$ cat src/rtl/alu_status_unit_pkg.sv
// Shared types for the ALU status stage: flag indices, flag vector and buffer states.
package alu_status_unit_pkg;

  localparam int unsigned FLAG_W = 4;
  localparam int unsigned FLAG_Z = 3;
  localparam int unsigned FLAG_N = 2;
  localparam int unsigned FLAG_C = 1;
  localparam int unsigned FLAG_V = 0;

  typedef logic [FLAG_W-1:0] flags_t;

  typedef enum logic [1:0] {
    EMPTY = 2'd0,
    ONE   = 2'd1,
    FULL  = 2'd2
  } buf_state_t;

  // Masked flag update: enabled bits take the computed value, others hold.
  function automatic flags_t merge_flags(flags_t cur, flags_t comp, flags_t mask);
    return (comp & mask) | (cur & ~mask);
  endfunction

endpackage

$ cat src/rtl/alu_status_unit_if.sv
// ALU-result input channel and writeback output channel of the status stage.
interface alu_status_unit_if #(
  parameter int unsigned w = 16
);
  import alu_status_unit_pkg::*;

  logic         in_valid;
  logic         in_ready;
  logic [w-1:0] in_result;
  logic         in_carry;
  logic         in_ovf;
  flags_t       in_mask;
  logic         out_valid;
  logic         out_ready;
  logic [w-1:0] out_result;
  flags_t       out_flags;

  modport master (
    output in_valid, in_result, in_carry, in_ovf, in_mask, out_ready,
    input  in_ready, out_valid, out_result, out_flags
  );

  modport slave (
    input  in_valid, in_result, in_carry, in_ovf, in_mask, out_ready,
    output in_ready, out_valid, out_result, out_flags
  );

endinterface

$ cat src/rtl/or_tree.sv
// OR-reduction tree; any_c is high when at least one input bit is set.
module or_tree #(
  parameter int unsigned w = 16
) (
  input  logic [w-1:0] data,
  output logic         any_c
);

  assign any_c = |data;

endmodule

$ cat src/rtl/alu_status_unit.sv
// Flag generation, architectural/sticky flag registers and a 2-entry
// valid/ready result buffer between the ALU and writeback.
module alu_status_unit
  import alu_status_unit_pkg::*;
#(
  parameter int unsigned w     = 16,
  parameter int unsigned CNT_W = 16
) (
  input  logic             clk,
  input  logic             rst,
  alu_status_unit_if.slave bus,
  input  logic             sticky_clr,
  output flags_t           sticky,
  output logic [CNT_W-1:0] op_count
);

  buf_state_t       state_q, state_d;
  logic             in_ready_q;
  logic             out_valid_q;
  flags_t           flags_q;
  flags_t           sticky_q, sticky_d;
  logic [CNT_W-1:0] op_count_q;
  logic [w-1:0]     head_result_q, head_result_d;
  flags_t           head_flags_q, head_flags_d;
  logic [w-1:0]     tail_result_q, tail_result_d;
  flags_t           tail_flags_q, tail_flags_d;

  logic   nonzero_c;
  logic   accept_c;
  logic   pop_c;
  flags_t comp_c;
  flags_t flags_new_c;
  flags_t upd_c;

  or_tree #(.w(w)) u_or_tree (
    .data  (bus.in_result),
    .any_c (nonzero_c)
  );

  always_comb begin
    comp_c         = '0;
    comp_c[FLAG_Z] = ~nonzero_c;
    comp_c[FLAG_N] = bus.in_result[w-1];
    comp_c[FLAG_C] = bus.in_carry;
    comp_c[FLAG_V] = bus.in_ovf;
  end

  assign accept_c    = bus.in_valid & in_ready_q;
  assign pop_c       = out_valid_q & bus.out_ready;
  assign flags_new_c = merge_flags(flags_q, comp_c, bus.in_mask);
  assign upd_c       = comp_c & bus.in_mask;

  // Clear takes effect before a same-cycle accept ORs in its flags.
  always_comb begin
    sticky_d = sticky_q;
    if (sticky_clr) begin
      sticky_d = accept_c ? upd_c : '0;
    end else if (accept_c) begin
      sticky_d = sticky_q | upd_c;
    end
  end

  // Buffer next-state and entry movement; head is always the oldest entry.
  always_comb begin
    state_d       = state_q;
    head_result_d = head_result_q;
    head_flags_d  = head_flags_q;
    tail_result_d = tail_result_q;
    tail_flags_d  = tail_flags_q;
    unique case (state_q)
      EMPTY: begin
        if (accept_c) begin
          state_d       = ONE;
          head_result_d = bus.in_result;
          head_flags_d  = flags_new_c;
        end
      end
      ONE: begin
        if (accept_c && pop_c) begin
          head_result_d = bus.in_result;
          head_flags_d  = flags_new_c;
        end else if (accept_c) begin
          state_d       = FULL;
          tail_result_d = bus.in_result;
          tail_flags_d  = flags_new_c;
        end else if (pop_c) begin
          state_d = EMPTY;
        end
      end
      FULL: begin
        if (pop_c) begin
          state_d       = ONE;
          head_result_d = tail_result_q;
          head_flags_d  = tail_flags_q;
        end
      end
      default: state_d = EMPTY;
    endcase
  end

  always_ff @(posedge clk) begin
    if (rst) begin
      state_q       <= EMPTY;
      in_ready_q    <= 1'b1;
      out_valid_q   <= 1'b0;
      flags_q       <= '0;
      sticky_q      <= '0;
      op_count_q    <= '0;
      head_result_q <= '0;
      head_flags_q  <= '0;
      tail_result_q <= '0;
      tail_flags_q  <= '0;
    end else begin
      state_q       <= state_d;
      in_ready_q    <= (state_d != FULL);
      out_valid_q   <= (state_d != EMPTY);
      sticky_q      <= sticky_d;
      head_result_q <= head_result_d;
      head_flags_q  <= head_flags_d;
      tail_result_q <= tail_result_d;
      tail_flags_q  <= tail_flags_d;
      if (accept_c) begin
        flags_q    <= flags_new_c;
        op_count_q <= op_count_q + CNT_W'(1);
      end
    end
  end

  assign bus.in_ready   = in_ready_q;
  assign bus.out_valid  = out_valid_q;
  assign bus.out_result = head_result_q;
  assign bus.out_flags  = head_flags_q;
  assign sticky         = sticky_q;
  assign op_count       = op_count_q;

endmodule

$ cat src/flat_wrapper.sv
// flat-port wrapper written by rule: the top's interface ports become plain ports
module alu_status_unit_flat import alu_status_unit_pkg::*;
#(
  parameter int unsigned w     = 16,
  parameter int unsigned CNT_W = 16
)
  (clk, rst, sticky_clr, sticky, op_count, bus_in_valid, bus_in_result, bus_in_carry, bus_in_ovf, bus_in_mask, bus_out_ready, bus_in_ready, bus_out_valid, bus_out_result, bus_out_flags);
  alu_status_unit_if #(.w(w)) bus_i ();
  input  logic clk;
  input  logic rst;
  input  logic sticky_clr;
  output flags_t sticky;
  output logic [CNT_W-1:0] op_count;
  input wire logic [$bits(bus_i.in_valid)-1:0] bus_in_valid;
  input wire logic [$bits(bus_i.in_result)-1:0] bus_in_result;
  input wire logic [$bits(bus_i.in_carry)-1:0] bus_in_carry;
  input wire logic [$bits(bus_i.in_ovf)-1:0] bus_in_ovf;
  input wire logic [$bits(bus_i.in_mask)-1:0] bus_in_mask;
  input wire logic [$bits(bus_i.out_ready)-1:0] bus_out_ready;
  output wire logic [$bits(bus_i.in_ready)-1:0] bus_in_ready;
  output wire logic [$bits(bus_i.out_valid)-1:0] bus_out_valid;
  output wire logic [$bits(bus_i.out_result)-1:0] bus_out_result;
  output wire logic [$bits(bus_i.out_flags)-1:0] bus_out_flags;
  assign bus_i.in_valid = bus_in_valid;
  assign bus_i.in_result = bus_in_result;
  assign bus_i.in_carry = bus_in_carry;
  assign bus_i.in_ovf = bus_in_ovf;
  assign bus_i.in_mask = bus_in_mask;
  assign bus_i.out_ready = bus_out_ready;
  assign bus_in_ready = bus_i.in_ready;
  assign bus_out_valid = bus_i.out_valid;
  assign bus_out_result = bus_i.out_result;
  assign bus_out_flags = bus_i.out_flags;
  alu_status_unit #(.w(w), .CNT_W(CNT_W)) u_core (.clk(clk), .rst(rst), .bus(bus_i), .sticky_clr(sticky_clr), .sticky(sticky), .op_count(op_count));
endmodule
$ cat config.mk
export PLATFORM = sky130hd
export DESIGN_NAME = alu_status_unit_flat
export DESIGN_NICKNAME = d
export VERILOG_FILES = /design/src/rtl/alu_status_unit_pkg.sv /design/src/rtl/alu_status_unit_if.sv /design/src/rtl/or_tree.sv /design/src/rtl/alu_status_unit.sv /design/src/flat_wrapper.sv
export SDC_FILE = /design/constraint.sdc
export NUM_CORES = 1
export LEC_CHECK = 0
export CORE_ASPECT_RATIO = 2
export CORE_MARGIN = 3
export CORE_UTILIZATION = 41
export CTS_BUF_LIST = sky130_fd_sc_hd__clkbuf_16
export DETAILED_ROUTE_END_ITERATION = 7
export HOLD_SLACK_MARGIN = 0.05
export PLACE_DENSITY = 0.65
export RECOVER_POWER = 25
export SYNTH_ARGS = -nofsm -noshare
export SYNTH_HDL_FRONTEND = slang
export SYNTH_SLANG_ARGS = --single-unit
$ cat constraint.sdc
create_clock -name clk -period 5.29 [get_ports clk]
set_clock_uncertainty 0.2 [all_clocks]
set_input_delay 1.058 -clock clk [delete_from_list [all_inputs] [get_ports clk]]
set_output_delay 1.058 -clock clk [all_outputs]
set_load 0.05 [all_outputs]
==> results of run 1 <==
## through the flow
stage | setup slack (ns) | instances
3_5_place_dp | 2.089 | 462
4_1_cts | 2.411 | 475
6_report | 2.216 | 475
2_1_floorplan | 2.981 | 322
3_3_place_gp | 2.159 | 462
5_1_grt | 1.983 | 475
## cell families after synthesis
kind of cell	count (synthesis)	share of synthesized area
mux	19	0.06583
simple gates	138	0.2040
fa+ha+maj	1	0.004330
flops	68	0.4712
xor+xnor	15	0.04547
buf+inv	23	0.04806
compound gates	58	0.1611
## metal layers
metal,up-vias,wire [um],GRT usage,share of wire
li1,1222,-,-,-
met1,1099,2695,0.2003,0.41
met2,58,3450,0.2917,0.52
met3,13,270,0.04693,0.041
met4,0,167,0.08313,0.025
met5,-,0,0,0
## cell type report
type / instances / area share
inverter: 4 / 0.003941
tap: 88 / 0.02890
timing repair buffer: 71 / 0.1823
clock inverter: 4 / 0.003941
multi-input combinational: 231 / 0.3645
sequential: 68 / 0.3573
clock buffer: 9 / 0.05911
## synthesized netlist by cell type, drive strengths merged (2+ instances only)
| cell | instances | share of area |
|---|---|---|
| clkbuf | 9 | 0.012 |
| and3 | 2 | 0.0043 |
| a32oi | 2 | 0.0061 |
| xor2 | 11 | 0.033 |
| nor2 | 48 | 0.062 |
| mux2i | 19 | 0.066 |
| nand3 | 8 | 0.014 |
| dfxtp | 68 | 0.47 |
| nor3 | 5 | 0.0087 |
| xnor2 | 4 | 0.012 |
| a21oi | 28 | 0.052 |
| nand4 | 5 | 0.011 |
| inv | 4 | 0.0052 |
| buf | 10 | 0.031 |
| a211oi | 21 | 0.082 |
| o211ai | 3 | 0.0078 |
| nand2 | 60 | 0.078 |
| nor4 | 2 | 0.0043 |
## registers in the layout, indices dropped and copies added, names as in the netlist
name and cells:
u_core.flags_q 4, u_core.bus.out_valid 1, u_core.bus.in_ready 1, u_core.tail_result_q 16
u_core.bus.out_flags 4, u_core.sticky 4, u_core.op_count 16, u_core.tail_flags_q 4
u_core.state_q 2, u_core.bus.out_result 16
## where the power goes
group	total [uW]	internal [uW]	switching [uW]
registers	569	548	21.4
logic	274	98.7	175
clock network	489	301	188
total	1330	948	384
## final timing paths
path                                        start                     end  slack, ns  depth (start not counted)
worst max-delay path                 bus_in_valid  u_core.tail_flags_q[1]       2.22                          6
worst min-delay path            u_core.flags_q[2]       u_core.flags_q[2]       0.25                          2
worst max register to register  u_core.state_q[1]  u_core.tail_flags_q[1]       3.12                          5
worst min register to register  u_core.flags_q[2]       u_core.flags_q[2]       0.25                          2
## worst reg2reg max path, delay by kind of cell (launching register included)
kind / cells / cell delay (ns)
and+or+nand+nor: 3 / 0.51
buffers and inverters: 1 / 0.79
AOI/OAI and AO/OA: 1 / 0.24
DFF: 1 / 0.35
==> out/summary.md, run 1 <==
The placed instances occupy a cell area of 3573 um2. Master cell of the clock root buffer: sky130_fd_sc_hd__clkbuf_16. TritonCTS built the clock tree.

Counting distinct cell types in the post-synthesis netlist gives 36. Entering global routing, the biggest net connects 68 pins. Leakage power total: 0.001464 uW. The number of H-tree levels came out at 3. The floorplan has 42 rows. Hold is met by 0.2507 ns. The final max-slew violation count was 0. For the worst slew margin relative to its limit, the log shows 0.3003. The hold buffer count at CTS was 0. In this design, the stage delay of the slowest critical-path cell is 0.79 ns. After detailed routing, the average wire length per cell comes to 13.86 um. The critical path goes through dlygate4sd3_1 -> nand3b_1 -> nor2_1 -> clkbuf_1 -> nor2_1 -> a211oi_1. The DRC marker count from the first detailed-route iteration was 113; the number of antenna diodes was 0. Final core utilization: 0.5664. For this run the aggregate overflow at the end of global routing stands at 0.

The deepest clock path buffer count is 2, and the clock period minus final worst setup slack is 3.074 ns. Number of hold violations in the final report: 0. The class of the worst hold path is flop to flop.

For this run, the top clock speed supported by timing is 325.3 MHz. The most used flip-flop cell after synthesis is sky130_fd_sc_hd__dfxtp_1. The net count of the finished layout is 413. Clock-pin slew was measured on the worst setup and hold paths at 0.05 ns.

The library cell used most frequently in the layout, excluding fill and tap cells, is sky130_fd_sc_hd__dfxtp_1. At the worst endpoint, the arrival time is 3.11 ns. In this run the cell area of the synthesized design comes to 2889 um2. The run gives 1389 um2 as the multi-input gate area in the final layout. The sequential cells in the finished layout cover a total of 1361 um2. The run gives 0.4295 as the initial core utilization.

Leaving out fill and tap cells, the most frequent cells in the layout are 68 x sky130_fd_sc_hd__dfxtp_1, 62 x sky130_fd_sc_hd__clkdlybuf4s50_1, 60 x sky130_fd_sc_hd__nand2_1, 48 x sky130_fd_sc_hd__nor2_1, 27 x sky130_fd_sc_hd__a21oi_1. The total detailed-routing wirelength came out at 6583 um. Summed over all failing endpoints, the final setup total negative slack is 0 ns.

The proportion of synthesized flip-flops having asynchronous set or reset came out at 0. Counting every net in the synthesized netlist gives 350. Across the VDD grid, the largest voltage drop is 0.2191 mV. Via-per-instance ratio: 5.036. Family of cells with the greatest summed delay on the critical path: buffers and inverters.

The via count of the first global-routing pass was 2,286; the share of the cycle needed by the critical path after routing was 0.5811. The tools report the fill cell total of the finished layout as 679. The cell type with the highest occurrence count on the critical path is sky130_fd_sc_hd__nor2_1. Routability-driven placement finished with a final weighted congestion of 0.7831. Post-CTS timing repair inserted 0 buffers for setup. The number of sinks on the clock net is 68, and the length of the first detailed-routing pass in iterations is 4. For the pin with the worst max-slew slack, the measured transition is 1.050 ns. Kind of capture point of the worst setup path: a flop.

The share of cells above drive strength 1 was 0.08010. The flow ran to the end, and the final reports show no timing, DRC or antenna violations. In this run, synthesis produced a sequential element count of 68. The wire-length estimate of the detail-placed layout is 4529 um. The run gives 322 as the instance count of the mapped netlist.

The worst path buffer plus inverter count came out at 2. The logs give 0.1746 for the global-route total usage across every layer and 1332 uW for the sum of internal, switching and leakage power. During I/O placement, the number of pins put on the boundary was 69. The worst setup path is of the input pin to flop kind.

In this run the worst path has a maximum fanout of 23. The detail route stage leaves a number of antenna-violating nets equal to 0. The setup violation total in the final timing report came out at 0. The die covers 8150 um2. Post-detailed-route DRC marker count: 0. The die boundary height works out to 124.7 um. The die is 65.36 um wide.

For this design, the slowest cell found on the critical path is sky130_fd_sc_hd__clkbuf_1. The synthesized design contains 0 enable-type register cells. The first global-routing pass estimated 11,050 um of wire.

Setup repair after global routing left no endpoint under its margin. Post-CTS repair changed the size of 0 cells. Summing over every cut layer, the via total after detailed routing is 2,392.

Max-cap violations in this run came to 0. The floorplan step defined a core boundary enclosing 6726 um2. For this run, the number of Yosys warnings is 0. The final cell area excluding filler cells came out at 3810 um2. Clock latency on the worst-skew pair, taken at its later pin, is 0.32 ns. The mean instance size in the synthesized netlist works out to 8.972 um2. The number of port buffers was 68; the synthesis-to-layout area growth was 31.88%. For the share of synthesized area occupied by flip-flops and latches, the log shows 0.4712. The kind of start point of the critical path is an input pin.

Buffers inserted during clock tree synthesis total 9. For this design the ratio of total power to cell area is 349.6 nW/um2. For the worst setup path, the data required time is 5.32 ns. Number of antenna violations at the first check in global routing: 0.
Power figures use the tool's default switching activity.
==> inputs of run 2 (changes only) <==
- clock period: 5.29 -> 3.05 ns (I/O delays scaled with it)
==> run 2 against run 1 <==
  * Combinational power rose by 79%
  * Global-route usage increased by 0.34 points
  * Critical path depth decreased by 5
  * First-iteration DRC count increased by 26%
  * Via count grew 0.13%
  * Final cell count grew 1.1%
  * Register-to-register slack got worse by 2.1 ns
==> out/summary.md, run 2 (synthesis results as in run 1) <==
The share of the cycle needed by the critical path after routing works out to 0.7924. For the setup TNS, the log shows 0 ns (unchanged). Commonest cells after routing, fill and taps aside: 68 x sky130_fd_sc_hd__dfxtp_1, 65 x sky130_fd_sc_hd__clkdlybuf4s50_1, 60 x sky130_fd_sc_hd__nand2_1, 48 x sky130_fd_sc_hd__nor2_1, 27 x sky130_fd_sc_hd__a21oi_1 (was 68 x sky130_fd_sc_hd__dfxtp_1, 62 x sky130_fd_sc_hd__clkdlybuf4s50_1, 60 x sky130_fd_sc_hd__nand2_1, 48 x sky130_fd_sc_hd__nor2_1, 27 x sky130_fd_sc_hd__a21oi_1). TritonCTS built the clock tree.

The post-CTS setup buffer count was 0 (unchanged); the total detailed-routing wirelength was 6663 um (was 6583 um). The run gives 8150 um2 (unchanged) as the total die area. The commonest non-fill, non-tap cell in the layout was sky130_fd_sc_hd__dfxtp_1 (unchanged).

The number of port buffers is 68 (unchanged), and the number of nets in the finished design is 416 (was 413). Number of antenna violations at the first check in global routing: 0 (unchanged). The DRC marker count from the first detailed-route iteration was 142 (was 113).

Slack of the critical path: 0.6333 ns (was 2.216 ns). The clock latency reported for the late side of the worst-skew pair came out at 0.33 ns (was 0.32 ns). The run finished with clean final reports. The maximum ir drop on the vdd rail was 0.3138 mV (was 0.2191 mV).

The kind of capture point of the worst setup path was a primary output (was a flop). Number of top-level design ports: 69 (unchanged). The number of hold violations in the final report was 0 (unchanged); the initial core utilization was 0.4295 (unchanged). The die boundary width came out at 65.36 um (unchanged). The run gives 2,353 (was 2,286) as the via count of the first global-routing pass. The final routed wire length divided by cell count works out to 13.88 um (was 13.86 um). The cell with the largest stage delay on the worst path is sky130_fd_sc_hd__clkdlybuf4s50_1 (was sky130_fd_sc_hd__clkbuf_1). The site row count is 42 (unchanged). The length in cells of the worst reg-to-reg path is 6 (was 5). The post-cts resize count came out at 0 (unchanged). The number of antenna diodes was 0 (unchanged); the area inside the core boundary was 6726 um2 (unchanged). Largest stage delay on the critical path: 0.85 ns (was 0.79 ns). The critical register-to-register path startpoint is u_core.state_q[0] (was u_core.state_q[1]).

Worst-path cell chain: clkdlybuf4s50_1 (was dlygate4sd3_1 -> nand3b_1 -> nor2_1 -> clkbuf_1 -> nor2_1 -> a211oi_1). The tools report the kind of start point of the critical path as a flop (was an input pin). The tools report the remaining global-route overflow as 0 (unchanged). The maximum number of pins on one net before global-route repair was 42 (was 68); the worst reg-to-reg setup slack was 0.99 ns (was 3.12 ns). The deepest clock path buffer count came out at 2 (unchanged).

The run gives 3 (unchanged) as the number of H-tree levels. The run gives 0.1780 (was 0.1746) as the global-route total usage across every layer. The post-detailed-route DRC marker count is 0 (unchanged), and the final max-slew violation count is 0 (unchanged). The via-per-instance ratio is 4.990 (was 5.036).

The setup violation total in the final timing report was 0 (unchanged); the endpoint arrival time on the critical path was 1.61 ns (was 3.11 ns). The detailed-route via count was 2,395 (was 2,392). The number of placed cells counting well taps was 465 (was 462). The family of cells with the greatest summed delay on the critical path is buffers and inverters (unchanged). The tools report the placer congestion estimate as 0.7339 (was 0.7831). The worst slack at placement came out at 0.4818 ns (was 2.089 ns). The tools report the endpoint with the worst hold slack as u_core.flags_q[2] (unchanged).

The length of the first detailed-routing pass in iterations was 4 (unchanged). The number of sinks on the clock net is 68 (unchanged), and the count of maximum capacitance violations is 0 (unchanged). The tools report the worst min-delay path startpoint as u_core.flags_q[2] (unchanged). The largest fanout on the critical path is 6 (was 23). The category of the critical setup timing path was flop to primary output (was input pin to flop).

For the finished layout, the period the worst path requires is 2.417 ns. The number of nets with antenna violations after routing was 0 (unchanged); the share of cells above drive strength 1 was 0.08929 (was 0.08010). The slew at the pin closest to its max-slew limit is 1.033 ns (was 1.050 ns). The class of the worst hold path is flop to flop (unchanged). The clock input transition at the sequential cells of the worst setup and hold paths came out at 0.05 ns (about the same). The synthesis-to-layout area growth is 33.82% (was 31.88%), and the die boundary height is 124.7 um (unchanged).

The final non-filler cell total was 480 (was 475). The master cell of the clock root buffer was sky130_fd_sc_hd__clkbuf_16 (unchanged). The hold buffer count at CTS was 0 (unchanged); the required time at the worst-slack endpoint was 2.24 ns (was 5.32 ns). Power per cell area: 609.4 nW/um2 (was 349.6 nW/um2). Setup repair after global routing left no endpoint under its margin. For the number of CTS-inserted buffers, the log shows 9 (unchanged). The number of stages on the worst hold path is 2 (unchanged). The worst slew margin relative to its limit is 0.3116 (was 0.3003). The worst path buffer plus inverter count works out to 1 (was 2). Based on the critical path, the design can be clocked at up to 413.8 MHz. The first-pass GRT wire length was 11,300 um (was 11,050 um). Reg-to-reg critical path endpoint: u_core.bus.out_result[3] (was u_core.tail_flags_q[1]). The leakage power total was 0.001472 uW (was 0.001464 uW); the detailed placer's ending HPWL was 4666 um (was 4529 um).
==> run 2: changes by cell type in the layout (fill, tap and decap cells not counted), sizes merged <==
cell,before,now
buf,3,5
clkinv,0,5
clkdlybuf4s50,62,65
inv,8,5
dlygate4sd3,5,2
clkbuf,10,11
==> run 2: report_power, final <==
part | switching (uW) | total, uW | internal, uW | leakage (uW)
clock network | 353 | 881 | 528 | 0.000126
registers | 35.7 | 985 | 949 | 0.000555
logic | 307 | 490 | 183 | 0.000791
total | 695 | 2360 | 1660 | 0.00147
==> run 2: worst max path at each step <==
stage,start,end,slack [ns],depth (start not counted)
3_3_place_gp,bus_in_result[13],u_core.flags_q[3],0.52,5
2_1_floorplan,u_core.bus.in_ready,u_core.op_count[7],1.02,5
6_report,u_core.op_count[4],op_count[4],0.63,1
4_1_cts,u_core.op_count[4],op_count[4],0.61,1
3_5_place_dp,bus_in_valid,u_core.tail_result_q[13],0.48,7
5_1_grt,bus_in_valid,u_core.tail_result_q[13],0.57,7
==> run 2: area by class of cell <==
cell class | count | area [um2]
Fill cell | 689 | 2860
Multi-Input combinational cell | 231 | 1389
Sequential cell | 68 | 1361
Timing Repair Buffer | 74 | 742.0
Clock buffer | 9 | 225.2
Tap cell | 88 | 110.1
Clock inverter | 6 | 23.77
Inverter | 4 | 15.01
==> run 2: per-stage QoR <==
stage	total power, uW	utilization	instance area, um2	hold slack [ns]
6_report	2356	0.5748	3866	0.2519
2_1_floorplan	1349	-	2889	0.2274
3_3_place_gp	1494	0.5383	3621	0.2391
4_1_cts	2385	0.5753	3870	0.2525
3_5_place_dp	1501	0.5383	3621	0.2452
5_1_grt	2452	0.5748	3866	0.2838
==> run 2: worst reg2reg max path, stage by stage, from the launching register on <==
cell and delay (ns):
sky130_fd_sc_hd__dfxtp_1 0.45, sky130_fd_sc_hd__nand2b_4 0.47, sky130_fd_sc_hd__a21oi_4 0.10, sky130_fd_sc_hd__or2_1 0.28, sky130_fd_sc_hd__buf_12 0.19, sky130_fd_sc_hd__nor2_1 0.15, sky130_fd_sc_hd__a211oi_2 0.06
==> run 2: metal layers <==
layer / vias up / part of all wire / track usage
li1: 1232 / - / -
met1: 1102 / 0.42 / 0.2059
met2: 54 / 0.53 / 0.2959
met3: 7 / 0.041 / 0.04783
met4: 0 / 0.017 / 0.08435
met5: - / 0 / 0
==> variant: new RTL, settings of run 2 <==
Make the reset (`rst`) asynchronous in one clocked block.
--- a/src/rtl/alu_status_unit.sv
+++ b/src/rtl/alu_status_unit.sv
@@ -99,5 +99,5 @@
   end
 
-  always_ff @(posedge clk) begin
+  always_ff @(posedge clk or posedge rst) begin
     if (rst) begin
       state_q       <= EMPTY;
Formal check against the unedited RTL: differs if rst is asserted again (counterexample within 4 cycles, from zero or initial values and one cycle with rst high); with rst held inactive, the same outputs for 10 cycles.
==> variant against run 2 <==
- design area grew 8.5%
- critical path depth is the same
- setup slack worse by 0.087 ns
- register-to-register slack improved by 0.03 ns
- core utilization decreased by 0.16 points
- synthesized area grew 8.2%
- routed wire length grew 3.0%
- count of clock-buffer cells in the layout is the same
- maximum frequency shrank 3.5%
- sequential cell count stayed put
Power is not compared: it rests on default switching activity, and its combinational part moved more than twofold at a synthesized area within 25%.
==> variant: results <==
group,metric,value,unit
run_status,status,"complete, no violations",
place,hpwl,5080,um
clock_tree,cts_made_buffers,9,
clock_tree,cts_max_path_buffers,2,
sta,period_share,82.1,%
setup_path,cp-startpoint,"u_core.bus.in_ready$_DFF_PP1_",
place,dp.cells,466,
yosys,synthTopCellsByCount,"126 x nand2_1, 67 x dfrtp_1, 19 x mux2_4, 11 x xnor2_1, 10 x nand3_1",
clock_tree,clk_latency,0.33,ns
worst_hold_path,min_from,"u_core.op_count[15]$_DFFE_PP0P_",
drt,viasPerCell,4.99,
worst_hold_path,hold_depth,1,
yosys,synthArstFlopShare,100,%
sta,max_slew_margin,35.4,%
setup_path,crit_family,"buffers and inverters",
clock_tree,cts-root-buf,"clkbuf_16",
yosys,synth_fp_nets,340,
pwr,ir_drop,595,uV
setup_path,r2r_slack,1.02,ns
setup_path,cp.arrival,1.69,ns
sta,hold_ws,0.271,ns
setup_path,rr_worst_depth,4,
place,place_area,0.00390,mm^2
setup_path,crit_path_max_incr_delay,0.81,ns
place,io_buffers,68,
grt,grt_pass1_vias,2391,
setup_path,cp_slowest_cell,"clkdlybuf4s50_1",
worst_hold_path,min_to,"u_core.op_count[15]$_DFFE_PP0P_",
place,dp_slack,0.412,ns
drt,routed_wl,6860,um
yosys,synthDistinctLibCells,38,
setup_path,rr_startpoint,"u_core.state_q[0]$_DFF_PP0_",
clock_tree,cts.clk_slew.worst_paths,0.06,ns
drt,wl_per_cell,14.2,um
cells_and_area,nNetsFinal,413,
cells_and_area,antenna_cells,0,
worst_hold_path,hold_path.class,"reg -> reg",
drt,drc,0,
place,gp_congestion,0.734,
grt,grt_max_degree,35,
yosys,synth_top_cells_by_area,"dfrtp_1 54%, nand2_1 15%, mux2_4 9.1%",
clock_tree,cts_setup_buffers,0,
yosys,synth_ff_type,"dfrtp_1",
yosys,synth_cells,312,
setup_path,critPathCapture,"bus_in_ready",
setup_path,r2r-end,"u_core.bus.out_flags[1]$_DFFE_PP0P_",
setup_path,cp_max_fo,5,
clock_tree,cts_hold_buffers,0,
yosys,yosys_warnings,0,
cells_and_area,layout-drive-gt1-share,12.3,%
clock_tree,cts_resized,0,
drt,initialDrtViolationCount,124,
grt,grt_pass1_wl,11400,um
yosys,ys_seq_area_share,54.5,%
pwr,p_leak,2.02,nW
grt,globalRouteTotalUtil,17.7,%
-- variant: cell count changes after synthesis, sizes merged, moves of 16 or more --
cell and delta:
a211oi -21, a21oi -24, dfrtp +67, dfxtp -68, mux2 +19, mux2i -16, nand2 +66, nor2 -41
-- variant: layer usage --
| layer | up-vias | track usage (%) | wire length (um) |
|---|---|---|---|
| li1 | 1165 | - | - |
| met1 | 1157 | 19.7 | 2610 |
| met2 | 73 | 30.5 | 3760 |
| met3 | 9 | 3.99 | 340 |
| met4 | 0 | 9.33 | 148 |
| met5 | - | 0 | 0 |
-- variant: kinds of logic (layout without fill, tap and decap cells) --
kind of cell               count (synthesis)  after routing  synth area share (%)
adders and majority gates                  1              1                 0.400
AOI/OAI and AO/OA                         20             20                  4.00
xor gates and xnor gates                  15             15                  4.20
buffers and inverters                     18             96                  3.24
DFF                                       68             68                  54.5
and+or+nand+nor                          168            168                  23.6
muxes                                     22             22                  10.1
-- variant: layout make-up --
type	count	area (um^2)
Tap cell	92	115
Timing Repair Buffer	75	746
Fill cell	676	3130
Clock buffer	9	225
Clock inverter	7	67.6
Sequential cell	68	1700
Multi-Input combinational cell	226	1320
Inverter	5	18.8
-- variant: power breakdown --
| group | internal, mW | total, mW | switching, mW |
|---|---|---|---|
| Sequential | 1.25 | 1.49 | 0.241 |
| Clock | 0.627 | 1.00 | 0.373 |
| Combinational | 0.807 | 1.99 | 1.18 |
| Total | 2.68 | 4.47 | 1.79 |
